--- src/rtl/rgb_led_pkg.sv ---
// Shared types for the RGB PWM blinker: the per-channel LED mode encoding.
package rgb_led_pkg;

  localparam int MODE_W = 2;

  typedef enum logic [MODE_W-1:0] {
    OFF     = 2'd0,
    SOLID   = 2'd1,
    BLINK   = 2'd2,
    BREATHE = 2'd3
  } led_mode_t;

endpackage

--- src/rtl/led_pwm_channel.sv ---
// One LED channel: holds mode, duty and the breathe ramp, derives the
// brightness level and compares it against the shared PWM counter.
// Optional square-law gamma stage enabled by defining RGB_PWM_GAMMA_EN.
module led_pwm_channel
  import rgb_led_pkg::*;
#(
  parameter int PWM_BITS   = 8,
  parameter int ACTIVE_LOW = 1
) (
  input  logic                clk48,
  input  logic                rst_n,
  input  logic                i_apply,
  input  led_mode_t           i_mode,
  input  logic [PWM_BITS-1:0] i_duty,
  input  logic                i_step_tick,
  input  logic                i_blink_on,
  input  logic [PWM_BITS-1:0] i_pwm_cnt,
  output logic                o_led
);

  localparam logic [PWM_BITS-1:0] LVL_MAX = '1;
  localparam logic                UNLIT   = (ACTIVE_LOW != 0);

  led_mode_t             r_mode;
  logic [PWM_BITS-1:0]   r_duty;
  logic [PWM_BITS-1:0]   r_ramp;
  logic                  r_dir_down;
  logic                  r_led;
  logic                  w_ramp_restart;
  logic [2*PWM_BITS-1:0] w_breathe_prod;
  logic [PWM_BITS-1:0]   w_level;
  logic [PWM_BITS-1:0]   w_cmp_level;
  logic [PWM_BITS-1:0]   w_cmp_cnt;
  logic                  w_lit;

  // Only a mode change into BREATHE restarts the ramp; a rewrite keeps it.
  assign w_ramp_restart = i_apply && (i_mode == BREATHE) && (r_mode != BREATHE);

  // Channel configuration, updated only at the period boundary apply strobe.
  always_ff @(posedge clk48 or negedge rst_n) begin
    if (!rst_n) begin
      r_mode <= OFF;
      r_duty <= '0;
    end else if (i_apply) begin
      r_mode <= i_mode;
      r_duty <= i_duty;
    end
  end

  // Triangle ramp: holds one tick at each end, never wraps.
  always_ff @(posedge clk48 or negedge rst_n) begin
    if (!rst_n) begin
      r_ramp     <= '0;
      r_dir_down <= 1'b0;
    end else if (w_ramp_restart) begin
      r_ramp     <= '0;
      r_dir_down <= 1'b0;
    end else if (i_step_tick) begin
      if (!r_dir_down) begin
        if (r_ramp == LVL_MAX) r_dir_down <= 1'b1;
        else                   r_ramp     <= r_ramp + 1'b1;
      end else begin
        if (r_ramp == '0) r_dir_down <= 1'b0;
        else              r_ramp     <= r_ramp - 1'b1;
      end
    end
  end

  assign w_breathe_prod = {{PWM_BITS{1'b0}}, r_ramp} * {{PWM_BITS{1'b0}}, r_duty};

  // Brightness level selected by mode.
  always_comb begin
    w_level = '0;
    case (r_mode)
      SOLID:   w_level = r_duty;
      BLINK:   w_level = i_blink_on ? r_duty : '0;
      BREATHE: w_level = PWM_BITS'(w_breathe_prod >> PWM_BITS);
      default: w_level = '0;
    endcase
  end

`ifdef RGB_PWM_GAMMA_EN
  logic [2*PWM_BITS-1:0] w_gamma_prod;
  logic [PWM_BITS-1:0]   r_level_g;
  logic [PWM_BITS-1:0]   r_pwm_g;

  assign w_gamma_prod = {{PWM_BITS{1'b0}}, w_level} * {{PWM_BITS{1'b0}}, w_level};

  // Gamma stage; the counter is delayed with it so the period boundary stays aligned.
  always_ff @(posedge clk48 or negedge rst_n) begin
    if (!rst_n) begin
      r_level_g <= '0;
      r_pwm_g   <= '0;
    end else begin
      r_level_g <= PWM_BITS'(w_gamma_prod >> PWM_BITS);
      r_pwm_g   <= i_pwm_cnt;
    end
  end

  assign w_cmp_level = r_level_g;
  assign w_cmp_cnt   = r_pwm_g;
`else
  assign w_cmp_level = w_level;
  assign w_cmp_cnt   = i_pwm_cnt;
`endif

  assign w_lit = (w_cmp_cnt < w_cmp_level);

  // Registered pin drive with board polarity.
  always_ff @(posedge clk48 or negedge rst_n) begin
    if (!rst_n) r_led <= UNLIT;
    else        r_led <= w_lit ? ~UNLIT : UNLIT;
  end

  assign o_led = r_led;

endmodule

--- src/rtl/rgb_pwm_blinker.sv ---
// Multi-channel LED PWM driver: shared PWM counter, step/blink timebase and
// a valid/ready config port whose writes land at a PWM period boundary.
// Define RGB_PWM_GAMMA_EN to add a registered square-law gamma per channel.
module rgb_pwm_blinker
  import rgb_led_pkg::*;
#(
  parameter  int CHANNELS    = 3,
  parameter  int PWM_BITS    = 8,
  parameter  int STEP_DIV    = 187500,
  parameter  int BLINK_STEPS = 128,
  parameter  int ACTIVE_LOW  = 1,
  localparam int CHAN_W      = (CHANNELS > 1) ? $clog2(CHANNELS) : 1
) (
  input  logic                clk48,
  input  logic                rst_n,
  input  logic                cfg_valid,
  output logic                cfg_ready,
  input  logic [CHAN_W-1:0]   cfg_chan,
  input  logic [MODE_W-1:0]   cfg_mode,
  input  logic [PWM_BITS-1:0] cfg_duty,
  output logic [CHANNELS-1:0] led
);

  localparam int STEP_W  = (STEP_DIV > 1) ? $clog2(STEP_DIV) : 1;
  localparam int BLINK_W = (BLINK_STEPS > 1) ? $clog2(BLINK_STEPS) : 1;
  localparam logic [STEP_W-1:0]  STEP_LAST  = STEP_W'(STEP_DIV - 1);
  localparam logic [BLINK_W-1:0] BLINK_LAST = BLINK_W'(BLINK_STEPS - 1);

  logic [PWM_BITS-1:0] r_pwm_cnt;
  logic [STEP_W-1:0]   r_step_cnt;
  logic [BLINK_W-1:0]  r_blink_cnt;
  logic                r_blink_on;
  logic                r_pending;
  logic [CHAN_W-1:0]   r_sh_chan;
  led_mode_t           r_sh_mode;
  logic [PWM_BITS-1:0] r_sh_duty;
  logic                w_pwm_max;
  logic                w_step_tick;
  logic                w_xfer;
  logic                w_apply;
  logic [CHAN_W-1:0]   w_ap_chan;
  led_mode_t           w_ap_mode;
  logic [PWM_BITS-1:0] w_ap_duty;

  assign w_pwm_max   = &r_pwm_cnt;
  assign w_step_tick = (r_step_cnt == STEP_LAST);

  // Free-running PWM counter, wraps naturally.
  always_ff @(posedge clk48 or negedge rst_n) begin
    if (!rst_n) r_pwm_cnt <= '0;
    else        r_pwm_cnt <= r_pwm_cnt + 1'b1;
  end

  // Step divider producing a one-cycle tick every STEP_DIV clocks.
  always_ff @(posedge clk48 or negedge rst_n) begin
    if (!rst_n)           r_step_cnt <= '0;
    else if (w_step_tick) r_step_cnt <= '0;
    else                  r_step_cnt <= r_step_cnt + 1'b1;
  end

  // Shared blink phase, toggled every BLINK_STEPS ticks.
  always_ff @(posedge clk48 or negedge rst_n) begin
    if (!rst_n) begin
      r_blink_cnt <= '0;
      r_blink_on  <= 1'b1;
    end else if (w_step_tick) begin
      if (r_blink_cnt == BLINK_LAST) begin
        r_blink_cnt <= '0;
        r_blink_on  <= ~r_blink_on;
      end else begin
        r_blink_cnt <= r_blink_cnt + 1'b1;
      end
    end
  end

  // A write arriving in the boundary cycle bypasses the shadow and applies at once.
  assign cfg_ready = ~r_pending;
  assign w_xfer    = cfg_valid && ~r_pending;
  assign w_apply   = w_pwm_max && (r_pending || w_xfer);
  assign w_ap_chan = r_pending ? r_sh_chan : cfg_chan;
  assign w_ap_mode = r_pending ? r_sh_mode : led_mode_t'(cfg_mode);
  assign w_ap_duty = r_pending ? r_sh_duty : cfg_duty;

  // Shadow registers and pending flag for the config handshake.
  always_ff @(posedge clk48 or negedge rst_n) begin
    if (!rst_n) begin
      r_pending <= 1'b0;
      r_sh_chan <= '0;
      r_sh_mode <= OFF;
      r_sh_duty <= '0;
    end else begin
      if (w_apply)     r_pending <= 1'b0;
      else if (w_xfer) r_pending <= 1'b1;
      if (w_xfer) begin
        r_sh_chan <= cfg_chan;
        r_sh_mode <= led_mode_t'(cfg_mode);
        r_sh_duty <= cfg_duty;
      end
    end
  end

  // Out-of-range channel indices match no instance, so the write is dropped.
  for (genvar gi = 0; gi < CHANNELS; gi++) begin : g_chan
    logic w_chan_apply;
    assign w_chan_apply = w_apply && (w_ap_chan == CHAN_W'(gi));

    led_pwm_channel #(
      .PWM_BITS   (PWM_BITS),
      .ACTIVE_LOW (ACTIVE_LOW)
    ) u_chan (
      .clk48       (clk48),
      .rst_n       (rst_n),
      .i_apply     (w_chan_apply),
      .i_mode      (w_ap_mode),
      .i_duty      (w_ap_duty),
      .i_step_tick (w_step_tick),
      .i_blink_on  (r_blink_on),
      .i_pwm_cnt   (r_pwm_cnt),
      .o_led       (led[gi])
    );
  end

endmodule

--- config.mk ---
export PLATFORM = sky130hd
export DESIGN_NAME = rgb_pwm_blinker
export DESIGN_NICKNAME = d
export VERILOG_FILES = /design/src/rtl/rgb_led_pkg.sv /design/src/rtl/led_pwm_channel.sv /design/src/rtl/rgb_pwm_blinker.sv
export SDC_FILE = /design/constraint.sdc
export NUM_CORES = 1
export LEC_CHECK = 0
export CORE_ASPECT_RATIO = 0.9
export CORE_MARGIN = 5
export CORE_UTILIZATION = 50
export CTS_CLUSTER_DIAMETER = 40
export DETAILED_ROUTE_END_ITERATION = 10
export DONT_BUFFER_PORTS = 1
export GPL_ROUTABILITY_DRIVEN = 0
export SYNTH_ARGS = -nofsm -noshare
export SYNTH_HDL_FRONTEND = slang
export SYNTH_SLANG_ARGS = --single-unit
--- constraint.sdc ---
create_clock -name clk48 -period 13.5 [get_ports clk48]
set_input_delay 2.025 -clock clk48 [delete_from_list [all_inputs] [get_ports clk48]]
set_output_delay 2.025 -clock clk48 [all_outputs]
set_load 0.01 [all_outputs]
==> impl_metrics.json <==
{
  "async_flop_share_pct": 100.0,
  "start_kind": "flip-flop",
  "synth-edff-count": 0,
  "final-setup-viol-count": 0,
  "grt_antenna_before_repair": 0,
  "firstDrtPassIters": 5,
  "hold_violations": 0,
  "r2r_setup_slack_ps": 7870,
  "vias_per_cell": 5.439,
  "layout_common_cells": "and2_1 (160), inv_1 (147), ha_1 (141)",
  "drt_iter0_markers": 500,
  "synth_cell_types": 70,
  "maxCapViolCount": 0,
  "finalMaxSlewViolations": 0,
  "wl_um": 25500,
  "met2_usage_pct": 34.32,
  "cts_hold_buffers": 0,
  "finalClockSkew_ps": 17.17,
  "fmax_mhz": 177.8,
  "postCtsSetupRepairBufs": 0,
  "cp_common_cell": "fa_1",
  "tightest_slew_ps": 1209,
  "layout-drive-gt1-share_pct": 4.619,
  "critical_path.max_fanout": 12,
  "post_drt_wl_per_cell_um": 16.60,
  "grt_pass1_vias": 8831,
  "dp.cells": 1520,
  "cts_tree": "yes",
  "syn_area_um2": 11920,
  "arrival_ps": 5920,
  "synth-seq-cells": 107,
  "row_count": 53,
  "htree_levels": 3,
  "seq_area_frac_synth_pct": 22.50,
  "min_path_type": "reg2reg",
  "grtUsageMet3_pct": 3.454,
  "ir_drop_uv": 92.97,
  "grt_use_total_pct": 19.91,
  "clk_path_buf_depth": 2,
  "status": "completed",
  "leakagePower_nw": 5.922,
  "clk_latency_ps": 380,
  "cts.sinks": 107,
  "drc": 0,
  "path_clk_slew_ps": 90,
  "syn_inst": 1278,
  "place_area_um2": 12060,
  "min_period_ps": 5626,
  "powerDensity_nw_per_um2": 110.3,
  "critical-path-top-delay-family": "adder cells",
  "fin_nets": 1493,
  "fin_crit_sh_pct": 41.67,
  "vias": 8354,
  "antenna_violating_nets_post_route": 0,
  "critPathMaxStageDelay_ps": 620,
  "core_area_um2": 23410,
  "setup_tns_ps": 0,
  "ioPinCount": 19,
  "clock-root-buffer": "clkbuf_16",
  "cp_cell_sequence": "nand2_1, fa_1, fa_1, inv_1, fa_1, inv_1, fa_1, inv_1, ha_1, a2111oi_2, o21ai_1, a2111oi_4, o31ai_1, a21oi_1, xnor2_1, a22oi_1, ha_1, a21o_1, a21o_1, a21oi_1, o21ai_0",
  "overflow": 0,
  "syn_nets": 1542,
  "crit_type": "reg2reg",
  "fin_area_um2": 12390,
  "cts_buffers": 9,
  "grt_pass1_wl_um": 44760,
  "grt_max_degree": 108,
  "io_buffers": 0,
  "fin_cells": 1536,
  "yosys_warnings": 0,
  "dieArea_um2": 27040,
  "grtUsageMet1_pct": 26.66,
  "die_y_um": 156.5,
  "die_w_um": 172.8,
  "fin_util_pct": 52.93,
  "hpwl_um": 19350,
  "rsz0062_at_grt": "false",
  "max_slew_margin_pct": 19.08,
  "start_util_pct": 50.93,
  "worstPathRequired_ps": 13790,
  "final_common_cell": "and2_1",
  "crit_slowest_cell": "dfrtp_1",
  "ys_dominant_reg_cell": "dfrtp_1",
  "grt-busiest-layer": "met2",
  "antennaDiodeCount": 0,
  "syn_to_final_growth_pct": 3.915,
  "cts_resized": 0,
  "crit_buf_inv": 3,
  "synth_area_per_cell_um2": 9.329,
  "endpoint_kind": "flip-flop"
}
metrics by stage:
step	hold slack, ps	setup WS [ps]	power [mW]
floorplan	444.9	8247	0.9464
global placement	461.8	7994	1.076
detailed placement	468.2	7894	1.080
CTS	484.7	7848	1.377
global route	500.6	7470	1.501
finish	480.8	7874	1.366
worst reg2reg max path: cells and delay by family (launching register included):
family                     cells  cell delay (ps)
AOI/OAI and AO/OA             10             1850
xor gates and xnor gates       1              140
adders and majority gates      6             2650
buffers and inverters          3              140
DFF                            1              620
and+or+nand+nor                1              140
layer usage:
metal | vias up | share of wire [%]
li1 | 4147 | -
met1 | 4083 | 47
met2 | 95 | 47
met3 | 29 | 3.8
met4 | 0 | 1.5
met5 | - | 0
power breakdown:
part / leakage, nW / switching (mW) / internal (mW) / total [mW]
Combinational: 4.50 / 0.390 / 0.327 / 0.717
Sequential: 1.27 / 0.0248 / 0.336 / 0.360
Clock: 0.157 / 0.152 / 0.137 / 0.289
cells by family (layout without fill, tap and decap cells):
| kind of cell | Yosys count | count (layout) | share of synthesized area, % |
|---|---|---|---|
| xor gates and xnor gates | 65 | 65 | 4.775 |
| DFF | 107 | 107 | 22.50 |
| buffers and inverters | 208 | 164 | 6.685 |
| and+or+nand+nor | 431 | 431 | 19.67 |
| adders and majority gates | 249 | 249 | 32.93 |
| muxes | 31 | 31 | 2.760 |
| AOI/OAI and AO/OA | 187 | 187 | 10.68 |
registers in the layout, indices dropped and copies added (netlist names):
signal,flops
g_chan.u_chan.r_duty,24
g_chan.u_chan.r_ramp,24
r_step_cnt,18
r_pwm_cnt,8
r_sh_duty,8
r_blink_cnt,7
g_chan.u_chan.r_mode,6
g_chan.u_chan.o_led,3
g_chan.u_chan.r_dir_down,3
r_sh_chan,2
r_sh_mode,2
r_blink_on,1
r_pending,1
path summary, 6_finish.rpt:
kind,startpoint,end,depth (start not counted)
setup / recovery,g_chan[0].u_chan.r_ramp[0],g_chan[0].u_chan.o_led,21
min in group asynchronous,rst_n,r_step_cnt[9],0
hold / removal,r_blink_cnt[6],r_blink_cnt[6],1
hold reg to reg,r_blink_cnt[6],r_blink_cnt[6],1
max in group asynchronous,rst_n,g_chan[0].u_chan.o_led,0
setup reg to reg,g_chan[0].u_chan.r_ramp[0],g_chan[0].u_chan.o_led,21
synth_stat cells, types with 3 or more instances:
library cell | n | area, um2
a2111oi_4 | 3 | 82.58
a211oi_1 | 4 | 30.03
a21o_1 | 16 | 120.1
a21oi_1 | 80 | 400.4
a22oi_1 | 17 | 127.6
a31oi_1 | 4 | 25.02
and2_1 | 160 | 1001
and3_1 | 4 | 25.02
buf_1 | 6 | 22.52
buf_2 | 4 | 20.02
buf_4 | 3 | 22.52
clkbuf_1 | 48 | 180.2
dfrtp_1 | 103 | 2577
dfstp_2 | 4 | 105.1
fa_1 | 108 | 2162
ha_1 | 141 | 1764
inv_1 | 147 | 551.8
mux2_2 | 11 | 123.9
mux2i_1 | 19 | 190.2
nand2_1 | 66 | 247.7
nand2b_1 | 4 | 25.02
nand3_1 | 27 | 135.1
nand4_1 | 19 | 118.9
nand4b_1 | 3 | 26.28
nor2_1 | 94 | 352.8
nor2b_1 | 3 | 18.77
nor3_1 | 13 | 65.06
nor4_1 | 8 | 50.05
nor4_2 | 3 | 37.54
o211ai_1 | 3 | 22.52
o21a_1 | 6 | 45.04
o21ai_0 | 14 | 70.07
o21ai_1 | 3 | 15.01
o21bai_1 | 7 | 52.55
o31ai_1 | 6 | 45.04
or3_1 | 6 | 37.54
or4_1 | 6 | 45.04
xnor2_1 | 46 | 402.9
xor2_1 | 19 | 166.4
area by class of cell:
class / count / area, um2
fillers: 2170 / 11020
multi-input cells: 963 / 8443
flip-flops and latches: 107 / 2683
inverters: 147 / 551.8
well taps: 302 / 377.9
clock buffers: 9 / 225.2
clock inverters: 7 / 101.3
repair buffers: 1 / 7.507
(Power assumes the default switching activity.)
